[src/rtl/sram_oq_scheduler.sv]
// Per-queue head/tail/count tracking for NUM_QUEUES circular SRAM regions.
// Issues one SRAM command per cycle: a write, or a round-robin read.
module sram_oq_scheduler #(
    parameter int NUM_QUEUES     = 5,
    parameter int QUEUE_ID_WIDTH = 3,
    parameter int MEM_ADDR_WIDTH = 19,
    parameter int QUEUE_SIZE     = 104857
) (
    input  logic                                 clk,
    input  logic                                 resetn,
    input  logic                                 wr_req,
    input  logic [NUM_QUEUES-1:0]                wr_queue,
    output logic                                 wr_ready,
    output logic                                 wr_err,
    input  logic [NUM_QUEUES-1:0]                out_ready,
    output logic                                 mem_cmd_valid,
    output logic                                 mem_cmd_we,
    output logic [MEM_ADDR_WIDTH-1:0]            mem_cmd_addr,
    output logic [QUEUE_ID_WIDTH-1:0]            mem_cmd_queue,
    output logic [NUM_QUEUES-1:0]                q_empty,
    output logic [NUM_QUEUES-1:0]                q_full,
    output logic [NUM_QUEUES*MEM_ADDR_WIDTH-1:0] q_free_words
);
    localparam int AW = MEM_ADDR_WIDTH;
    localparam int QW = QUEUE_ID_WIDTH;
    localparam logic [AW-1:0] QSIZE = AW'(QUEUE_SIZE);
    localparam logic [AW-1:0] QLAST = AW'(QUEUE_SIZE - 1);

    typedef enum logic {
        PRIO_WR = 1'b0,
        PRIO_RD = 1'b1
    } prio_e;

    logic [AW-1:0] head_q  [NUM_QUEUES];
    logic [AW-1:0] head_d  [NUM_QUEUES];
    logic [AW-1:0] tail_q  [NUM_QUEUES];
    logic [AW-1:0] tail_d  [NUM_QUEUES];
    logic [AW-1:0] count_q [NUM_QUEUES];
    logic [AW-1:0] count_d [NUM_QUEUES];

    logic [QW-1:0] rr_q, rr_d;
    prio_e         prio_q, prio_d;

    logic                           cmd_valid_q, cmd_valid_d;
    logic                           cmd_we_q, cmd_we_d;
    logic [AW-1:0]                  cmd_addr_q, cmd_addr_d;
    logic [QW-1:0]                  cmd_queue_q, cmd_queue_d;
    logic                           wr_err_q, wr_err_d;
    logic [NUM_QUEUES-1:0]          empty_q, empty_d;
    logic [NUM_QUEUES-1:0]          full_q, full_d;
    logic [NUM_QUEUES*AW-1:0]       free_q, free_d;

    logic                  wr_onehot, wr_full, wr_cand;
    logic                  rd_any, wr_grant, rd_grant;
    logic [QW-1:0]         rd_idx;
    logic [NUM_QUEUES-1:0] elig;
    int                    idx;

    function automatic logic [AW-1:0] wrap_inc(input logic [AW-1:0] p);
        return (p == QLAST) ? '0 : p + 1'b1;
    endfunction

    always_comb begin
        wr_onehot = $onehot(wr_queue);
        wr_full   = 1'b0;
        for (int q = 0; q < NUM_QUEUES; q++) begin
            wr_full |= wr_queue[q] && (count_q[q] == QSIZE);
            elig[q]  = (count_q[q] != '0) && out_ready[q];
        end
        wr_cand = wr_req && wr_onehot && !wr_full;

        // First eligible queue at or above rr_q, wrapping around.
        rd_any = 1'b0;
        rd_idx = '0;
        idx    = 0;
        for (int i = 0; i < NUM_QUEUES; i++) begin
            idx = (int'(rr_q) + i) % NUM_QUEUES;
            if (!rd_any && elig[QW'(idx)]) begin
                rd_any = 1'b1;
                rd_idx = QW'(idx);
            end
        end

        wr_grant = wr_cand && (!rd_any || prio_q == PRIO_WR);
        rd_grant = rd_any && !wr_grant;
        wr_ready = resetn && (wr_grant || (wr_req && !wr_onehot));
        wr_err_d = wr_req && !wr_onehot;

        prio_d = prio_q;
        if (wr_cand && rd_any)
            prio_d = (prio_q == PRIO_WR) ? PRIO_RD : PRIO_WR;

        rr_d = rr_q;
        if (rd_grant)
            rr_d = (rd_idx == QW'(NUM_QUEUES - 1)) ? '0 : rd_idx + 1'b1;

        cmd_valid_d = 1'b0;
        cmd_we_d    = 1'b0;
        cmd_addr_d  = '0;
        cmd_queue_d = '0;
        for (int q = 0; q < NUM_QUEUES; q++) begin
            head_d[q]  = head_q[q];
            tail_d[q]  = tail_q[q];
            count_d[q] = count_q[q];
            if (wr_grant && wr_queue[q]) begin
                cmd_valid_d = 1'b1;
                cmd_we_d    = 1'b1;
                cmd_addr_d  = AW'(q * QUEUE_SIZE) + tail_q[q];
                cmd_queue_d = QW'(q);
                tail_d[q]   = wrap_inc(tail_q[q]);
                count_d[q]  = count_q[q] + 1'b1;
            end
            if (rd_grant && rd_idx == QW'(q)) begin
                cmd_valid_d = 1'b1;
                cmd_addr_d  = AW'(q * QUEUE_SIZE) + head_q[q];
                cmd_queue_d = QW'(q);
                head_d[q]   = wrap_inc(head_q[q]);
                count_d[q]  = count_q[q] - 1'b1;
            end
            empty_d[q]          = (count_d[q] == '0);
            full_d[q]           = (count_d[q] == QSIZE);
            free_d[q*AW +: AW]  = QSIZE - count_d[q];
        end
    end

    always_ff @(posedge clk or negedge resetn) begin
        if (!resetn) begin
            for (int q = 0; q < NUM_QUEUES; q++) begin
                head_q[q]  <= '0;
                tail_q[q]  <= '0;
                count_q[q] <= '0;
            end
            rr_q        <= '0;
            prio_q      <= PRIO_WR;
            cmd_valid_q <= 1'b0;
            cmd_we_q    <= 1'b0;
            cmd_addr_q  <= '0;
            cmd_queue_q <= '0;
            wr_err_q    <= 1'b0;
            empty_q     <= '1;
            full_q      <= '0;
            free_q      <= {NUM_QUEUES{QSIZE}};
        end else begin
            for (int q = 0; q < NUM_QUEUES; q++) begin
                head_q[q]  <= head_d[q];
                tail_q[q]  <= tail_d[q];
                count_q[q] <= count_d[q];
            end
            rr_q        <= rr_d;
            prio_q      <= prio_d;
            cmd_valid_q <= cmd_valid_d;
            cmd_we_q    <= cmd_we_d;
            cmd_addr_q  <= cmd_addr_d;
            cmd_queue_q <= cmd_queue_d;
            wr_err_q    <= wr_err_d;
            empty_q     <= empty_d;
            full_q      <= full_d;
            free_q      <= free_d;
        end
    end

    assign mem_cmd_valid = cmd_valid_q;
    assign mem_cmd_we    = cmd_we_q;
    assign mem_cmd_addr  = cmd_addr_q;
    assign mem_cmd_queue = cmd_queue_q;
    assign wr_err        = wr_err_q;
    assign q_empty       = empty_q;
    assign q_full        = full_q;
    assign q_free_words  = free_q;

endmodule

[config.mk]
export PLATFORM = sky130hd
export DESIGN_NAME = sram_oq_scheduler
export DESIGN_NICKNAME = d
export VERILOG_FILES = /design/src/rtl/sram_oq_scheduler.sv
export SDC_FILE = /design/constraint.sdc
export NUM_CORES = 1
export LEC_CHECK = 0
export ABC_CLOCK_PERIOD_IN_PS = 6800
export CELL_PAD_IN_SITES_DETAIL_PLACEMENT = 1
export CELL_PAD_IN_SITES_GLOBAL_PLACEMENT = 2
export CORE_AREA = 2 2 273 275
export CTS_BUF_LIST = sky130_fd_sc_hd__clkbuf_8 sky130_fd_sc_hd__clkbuf_16
export DETAILED_ROUTE_END_ITERATION = 12
export DIE_AREA = 0 0 275 277
export DONT_BUFFER_PORTS = 1
export GPL_TIMING_DRIVEN = 0
export PLACE_DENSITY = 0.85
export SYNTH_ARGS = -nofsm -noshare
export SYNTH_HDL_FRONTEND = slang
export SYNTH_SLANG_ARGS = --single-unit
[constraint.sdc]
create_clock -name clk -period 6.8 [get_ports clk]
set_clock_uncertainty 0.15 [all_clocks]
set_input_delay 1.02 -clock clk [delete_from_list [all_inputs] [get_ports clk]]
set_output_delay 1.02 -clock clk [all_outputs]
set_load 0.02 [all_outputs]
==> results of run 1 <==
path summary, 6_finish.rpt:
kind,startpoint,end,slack (ns),cells after the start
max,rr_q[1]$_DFFE_PN0P_,mem_cmd_addr[5]$_DFF_PN0_,0.08,26
min,resetn,q_free_words[72]$_DFF_PN1_,0.10,0
max reg2reg,rr_q[1]$_DFFE_PN0P_,mem_cmd_addr[5]$_DFF_PN0_,0.08,26
min reg2reg,head_q[93]$_DFFE_PN0P_,head_q[93]$_DFFE_PN0P_,0.38,1
max in group asynchronous,resetn,head_q[46]$_DFFE_PN0N_,5.13,1
min in group clk,head_q[93]$_DFFE_PN0P_,head_q[93]$_DFFE_PN0P_,0.38,1
metrics by stage:
step | cells | utilization, % | cell area [um2] | hold WS (ns) | setup slack, ns
2_1_floorplan | 3093 | - | 26960 | 0.3148 | 0.01813
3_3_place_gp | 4062 | 38.29 | 28170 | 0.3573 | -2.277
5_1_grt | 4247 | 43.46 | 31980 | 0.07527 | -0.1571
6_report | 4247 | 43.46 | 31980 | 0.1020 | 0.07900
4_1_cts | 4200 | 42.27 | 31090 | 0.07010 | -0.002752
3_5_place_dp | 4063 | 38.30 | 28180 | 0.3633 | -2.484
final cells by class:
| type | instances | area [um2] |
|---|---|---|
| Buffer | 182 | 873.3 |
| Timing Repair Buffer | 97 | 789.5 |
| Sequential cell | 414 | 10430 |
| Clock inverter | 35 | 361.6 |
| Multi-Input combinational cell | 2370 | 16470 |
| Inverter | 123 | 481.7 |
| Fill cell | 8499 | 41590 |
| Tap cell | 969 | 1212 |
| Clock buffer | 57 | 1359 |
layout by cell type (no fill, tap or decap), drive strengths merged, types with 60 or more instances in the layout:
cell / synthesis / routed
nand3: 133 / 133
nand4: 91 / 91
buf: 42 / 133
ha: 78 / 78
clkbuf: 144 / 203
nor3: 128 / 128
a31oi: 60 / 60
nor2: 276 / 276
o21ai: 178 / 178
and3: 63 / 63
dfrtp: 364 / 364
nand2: 257 / 257
inv: 122 / 136
xnor2: 225 / 225
xor2: 160 / 160
nor4: 66 / 66
a21oi: 106 / 106
sequential cells by signal, summed over array words and instances (netlist names):
register,cells
tail_q,95
q_empty,5
prio_q,1
mem_cmd_addr,19
mem_cmd_we,1
rr_q,3
head_q,95
mem_cmd_queue,3
count_q,90
q_full,5
mem_cmd_valid,1
q_free_words,95
wr_err,1
timing repair:
| action | 4_1_cts | 5_1_grt |
|---|---|---|
| cloned | 1 | 0 |
| pin swaps | 30 | 40 |
| resized for setup | 159 | 114 |
| endpoints found under the hold margin | 231 | 0 |
| setup endpoints to repair | 321 | 104 |
| hold buffers | 3 | 0 |
| setup buffers | 44 | 48 |
worst register-to-register path, delay by kind of cell (launching register included):
family          cells  cell delay, ns
buf+inv             7            1.54
mux                 1            0.33
simple gates        6            1.27
flops               1            0.41
fa+ha+maj           3            0.92
compound gates      8            1.75
xor+xnor            1            0.15
metal layers:
layer	global-route usage (%)	vias up	part of all wire [%]
li1	-	11360	-
met1	33.85	12720	44
met2	42.17	600	48
met3	3.217	157	4.4
met4	7.595	2	2.8
met5	0	-	0.013
cells by family after synthesis:
kind of cell             after synthesis
XOR/XNOR                             385
buffers and inverters                309
AO/OA/AOI/OAI                        640
adder cells (fa/ha/maj)               81
flip-flops                           414
AND/OR/NAND/NOR                     1249
multiplexers                          15
==> reports/qor.txt, run 1 <==
Max Clk Rate: 148.8 MHz
Final min period: 6.721 ns
MaxCap Viol Count: 0
Outcome: finished clean
Via count: 24840
# clock sinks: 414
Synth async-reset ratio: 100.0%
Die Width: 275 um
Synth Area in Adders: 3.846%
Total CTS buffers: 49
Mapped Cells: 3093
Post-route ant nets: 0
Tcrit/Tclk final: 98.84%
Final Slew Violations: 0
Initial core utilization: 36.62%
Largest cells by area after synthesis: dfrtp_1 (34%), xnor2_1 (7.3%), xor2_1 (5.2%), dfstp_2 (4.9%), nor2_1 (3.8%)
Crit-path slowest cell: fa_2
CTS H-tree lvls: 2
Combinational family with the most area after synthesis: simple AND/OR/NAND/NOR gates
PortBufs: 0
Root Driver: clkbuf_16
Top-area cell type share of the netlist area: 33.81%
Share of cells above drive strength 1: 14.73%
Iteration-0 DRC count of the detailed router: 1748
Critical Path Sink Type: flip-flop
Post-synthesis mux area share: 0.6084%
First-pass GRT wire length: 151800 um
Post-synthesis compound-gate area fraction: 16.04%
Crit-path leading delay family: compound AO/OA/AOI/OAI gates
Later-pin clock latency in the skew report: 0.62 ns
GPL Wtd Cong: 0.9194
Post-Route WL: 98350 um
Net Count, Synth: 3187
Worst-path fanout max: 10
Grt total ovfl: 0
Synth Area in XOR/XNOR: 12.52%
Gr usage total: 25.22%
Seq/Total Area, Yosys: 38.69%
Hpwl dp: 70170 um
Synth Flop Type: dfrtp_1
Die footprint: 76180 um2
Clk buf depth: 3
Syn_area_per_cell: 8.710 um2
Worst-path clk slew: 0.06 ns
Post-synth top cells: dfrtp_1 (364), nor2_1 (275), nand2_1 (257)
Tightest Pin Transition: 1.280 ns
First-pass DRT Iterations: 5
Largest net degree at the start of global routing: 232
CP max stage delay: 0.43 ns
Total core area: 73570 um2
Antenna violations before repair: 2
RSZ-0062 raised after global routing: true
Vias per cell: 5.849
Post-synthesis cell type count: 103
CP arrival: 6.99 ns
Drc violations: 0
Count leader, synth: dfrtp_1
IO Pins: 144
Synthesis-to-layout area growth: 18.69%
Hold Violations, Final: 0
Post-synth EDFFs: 0
Simple-gate portion of the synthesized area: 23.69%
CTS tree: built
Nets@finish: 3331
Post-synthesis instance area: 26940 um2
N_diodes: 0
Wire per inst: 23.16 um
Vias in the first global route: 25700
Slew HR: 13.87%
Crit start category: flip-flop
Cell taking the most area after synthesis: dfrtp_1
FF+latch count, synth: 414
Hold WC Path Type: primary input to asynchronous set/reset pin
Worst path bufs/invs: 7
Num rows: 100
Setup-failing EPs final: 0
CP Class: flip-flop to flip-flop
Critical path data required time: 7.07 ns
Chip height: 277 um
Setup_tns: 0 ns
Synth warnings: 0
Power of run 1 is left out: the tool's default activity adds up to more than one toggle a clock period on the data nets, which glitch-free logic cannot reach.
==> run 2: changes to the inputs <==
- CTS_BUF_LIST: sky130_fd_sc_hd__clkbuf_8 sky130_fd_sc_hd__clkbuf_16 -> sky130_fd_sc_hd__clkbuf_16
==> reports/qor.txt, run 2 (synthesis results as in run 1) <==
Outcome: finished clean
RSZ-0062 raised after global routing: true
Slew HR: 12.76%
Worst-path fanout max: 10
Die footprint: 76180 um2
R2R setup slack: 0.06 ns
Post-Route WL: 98390 um
Chip height: 277 um
# clock sinks: 414
Synthesis-to-layout area growth: 18.47%
Tcrit/Tclk final: 99.08%
GPL Wtd Cong: 0.9194
CP Class: flip-flop to flip-flop
Initial core utilization: 36.62%
Commonest non-fill, non-tap cell in the layout: dfrtp_1
MaxCap Viol Count: 0
Iteration-0 DRC count of the detailed router: 1745
Critical Path Sink Type: flip-flop
CP arrival: 7.01 ns
FF-to-FF path depth: 26
Gr usage total: 25.24%
Hpwl dp: 70170 um
Most frequent cells in the layout: dfrtp_1 (361), nor2_1 (264), nand2_1 (253)
Final Slew Violations: 0
Vias per cell: 5.837
Later-pin clock latency in the skew report: 0.62 ns
Share of cells above drive strength 1: 14.55%
Hold Violations, Final: 0
Tightest Pin Transition: 1.297 ns
Root Driver: clkbuf_16
First-pass GRT wire length: 151900 um
Final min period: 6.738 ns
Max Clk Rate: 148.4 MHz
Critical path data required time: 7.07 ns
First-pass DRT Iterations: 5
CTS H-tree lvls: 2
Antenna violations before repair: 3
PortBufs: 0
Post-Layout Cell Count: 4247
IO Pins: 144
Num rows: 100
Reg2Reg Launch Point: rr_q[1]$_DFFE_PN0P_
Post-route ant nets: 0
Placement Setup Slack: -2.484 ns
Worst-path clk slew: 0.06 ns
N_diodes: 0
Drc violations: 0
Crit start category: flip-flop
Grt total ovfl: 0
Hold WC Path Type: primary input to asynchronous set/reset pin
Setup-failing EPs final: 0
Vias in the first global route: 25690
Wire per inst: 23.17 um
CTS tree: built
Clk buf depth: 3
Via count: 24790
Die Width: 275 um
Post-route setup slack: 0.06235 ns
Dpl cells: 4063
RR Endpoint: mem_cmd_addr[5]$_DFF_PN0_
Nets@finish: 3331
Total CTS buffers: 49
Post-route core utilization: 43.38%
Total core area: 73570 um2
Filler instances: 8506
Largest net degree at the start of global routing: 232
==> run 2: changes by cell type in the layout (fill, tap and decap cells not counted) <==
cell	before	now
clkinv_1	0	6
clkbuf_8	7	1
==> run 2: final cells by class <==
| type | instances | area, um2 | share of cell area, % |
|---|---|---|---|
| inverters | 123 | 481.7 | 1.509 |
| multi-input cells | 2370 | 16470 | 51.61 |
| flip-flops and latches | 414 | 10430 | 32.67 |
| well taps | 969 | 1212 | 3.799 |
| clock buffers | 51 | 1276 | 3.999 |
| clock inverters | 41 | 384.1 | 1.204 |
| repair buffers | 97 | 789.5 | 2.474 |
| plain buffers | 182 | 873.3 | 2.736 |
==> run 2: metal layers <==
layer | share of wire [%] | vias to the layer above | track usage, % | routed length (um)
met5 | 0.013 | - | 0 | 13
met4 | 2.8 | 2 | 7.554 | 2757
met1 | 44 | 12660 | 33.85 | 43530
met3 | 4.6 | 155 | 3.217 | 4524
met2 | 48 | 608 | 42.23 | 47570
li1 | - | 11370 | - | -
==> run 2: stage by stage <==
stage | hold slack (ns) | setup TNS, ns | area [um2]
floorplan | 0.3148 | 0 | 26960
global placement | 0.3573 | -258.90 | 28170
detailed placement | 0.3633 | -318.72 | 28180
CTS | 0.07010 | -0.002752 | 31030
global route | 0.07527 | -1.336 | 31920
finish | 0.1014 | 0 | 31920
==> run 2: worst max path at each step <==
stage                                    from                         end  slack (ns)  cells past startpoint
after detailed placement  rr_q[0]$_DFFE_PN0P_  q_free_words[89]$_DFF_PN0_       -2.48                     33
after global placement    rr_q[0]$_DFFE_PN0P_  q_free_words[89]$_DFF_PN0_       -2.28                     33
final                     rr_q[1]$_DFFE_PN0P_   mem_cmd_addr[5]$_DFF_PN0_        0.06                     26
after floorplan           rr_q[0]$_DFFE_PN0P_         q_full[3]$_DFF_PN0_        0.02                     31
after global routing      rr_q[1]$_DFFE_PN0P_  q_free_words[55]$_DFF_PN0_       -0.16                     29
after CTS                 rr_q[1]$_DFFE_PN0P_  q_free_words[75]$_DFF_PN0_      -0.003                     30
==> run 2: critical path, stage by stage (launching register included) <==
cell	delay [ns]
dfrtp_2	0.41
clkinv_4	0.10
buf_6	0.13
buf_4	0.14
ha_4	0.32
nor3_4	0.05
nand2b_4	0.16
xnor2_4	0.15
ha_4	0.17
fa_2	0.43
o21ai_4	0.12
mux2i_4	0.33
nand3b_1	0.20
a31oi_4	0.11
or2_1	0.27
or3_4	0.41
a21oi_4	0.21
buf_4	0.22
buf_2	0.30
clkbuf_4	0.40
nor2_1	0.17
clkbuf_2	0.24
a221o_1	0.37
o211ai_1	0.16
a31oi_1	0.20
o21ai_0	0.33
o221ai_1	0.27
==> run 2: repair_timing <==
item                       in CTS  in global routing
hold endpoints to repair      231                  0
pin swaps                      30                 40
hold buffers                    3                  0
cloned                          1                  0
setup endpoints to repair     321                105
buffers inserted               44                 48
resized for setup             159                114
Power of run 2 is left out for the same reason.
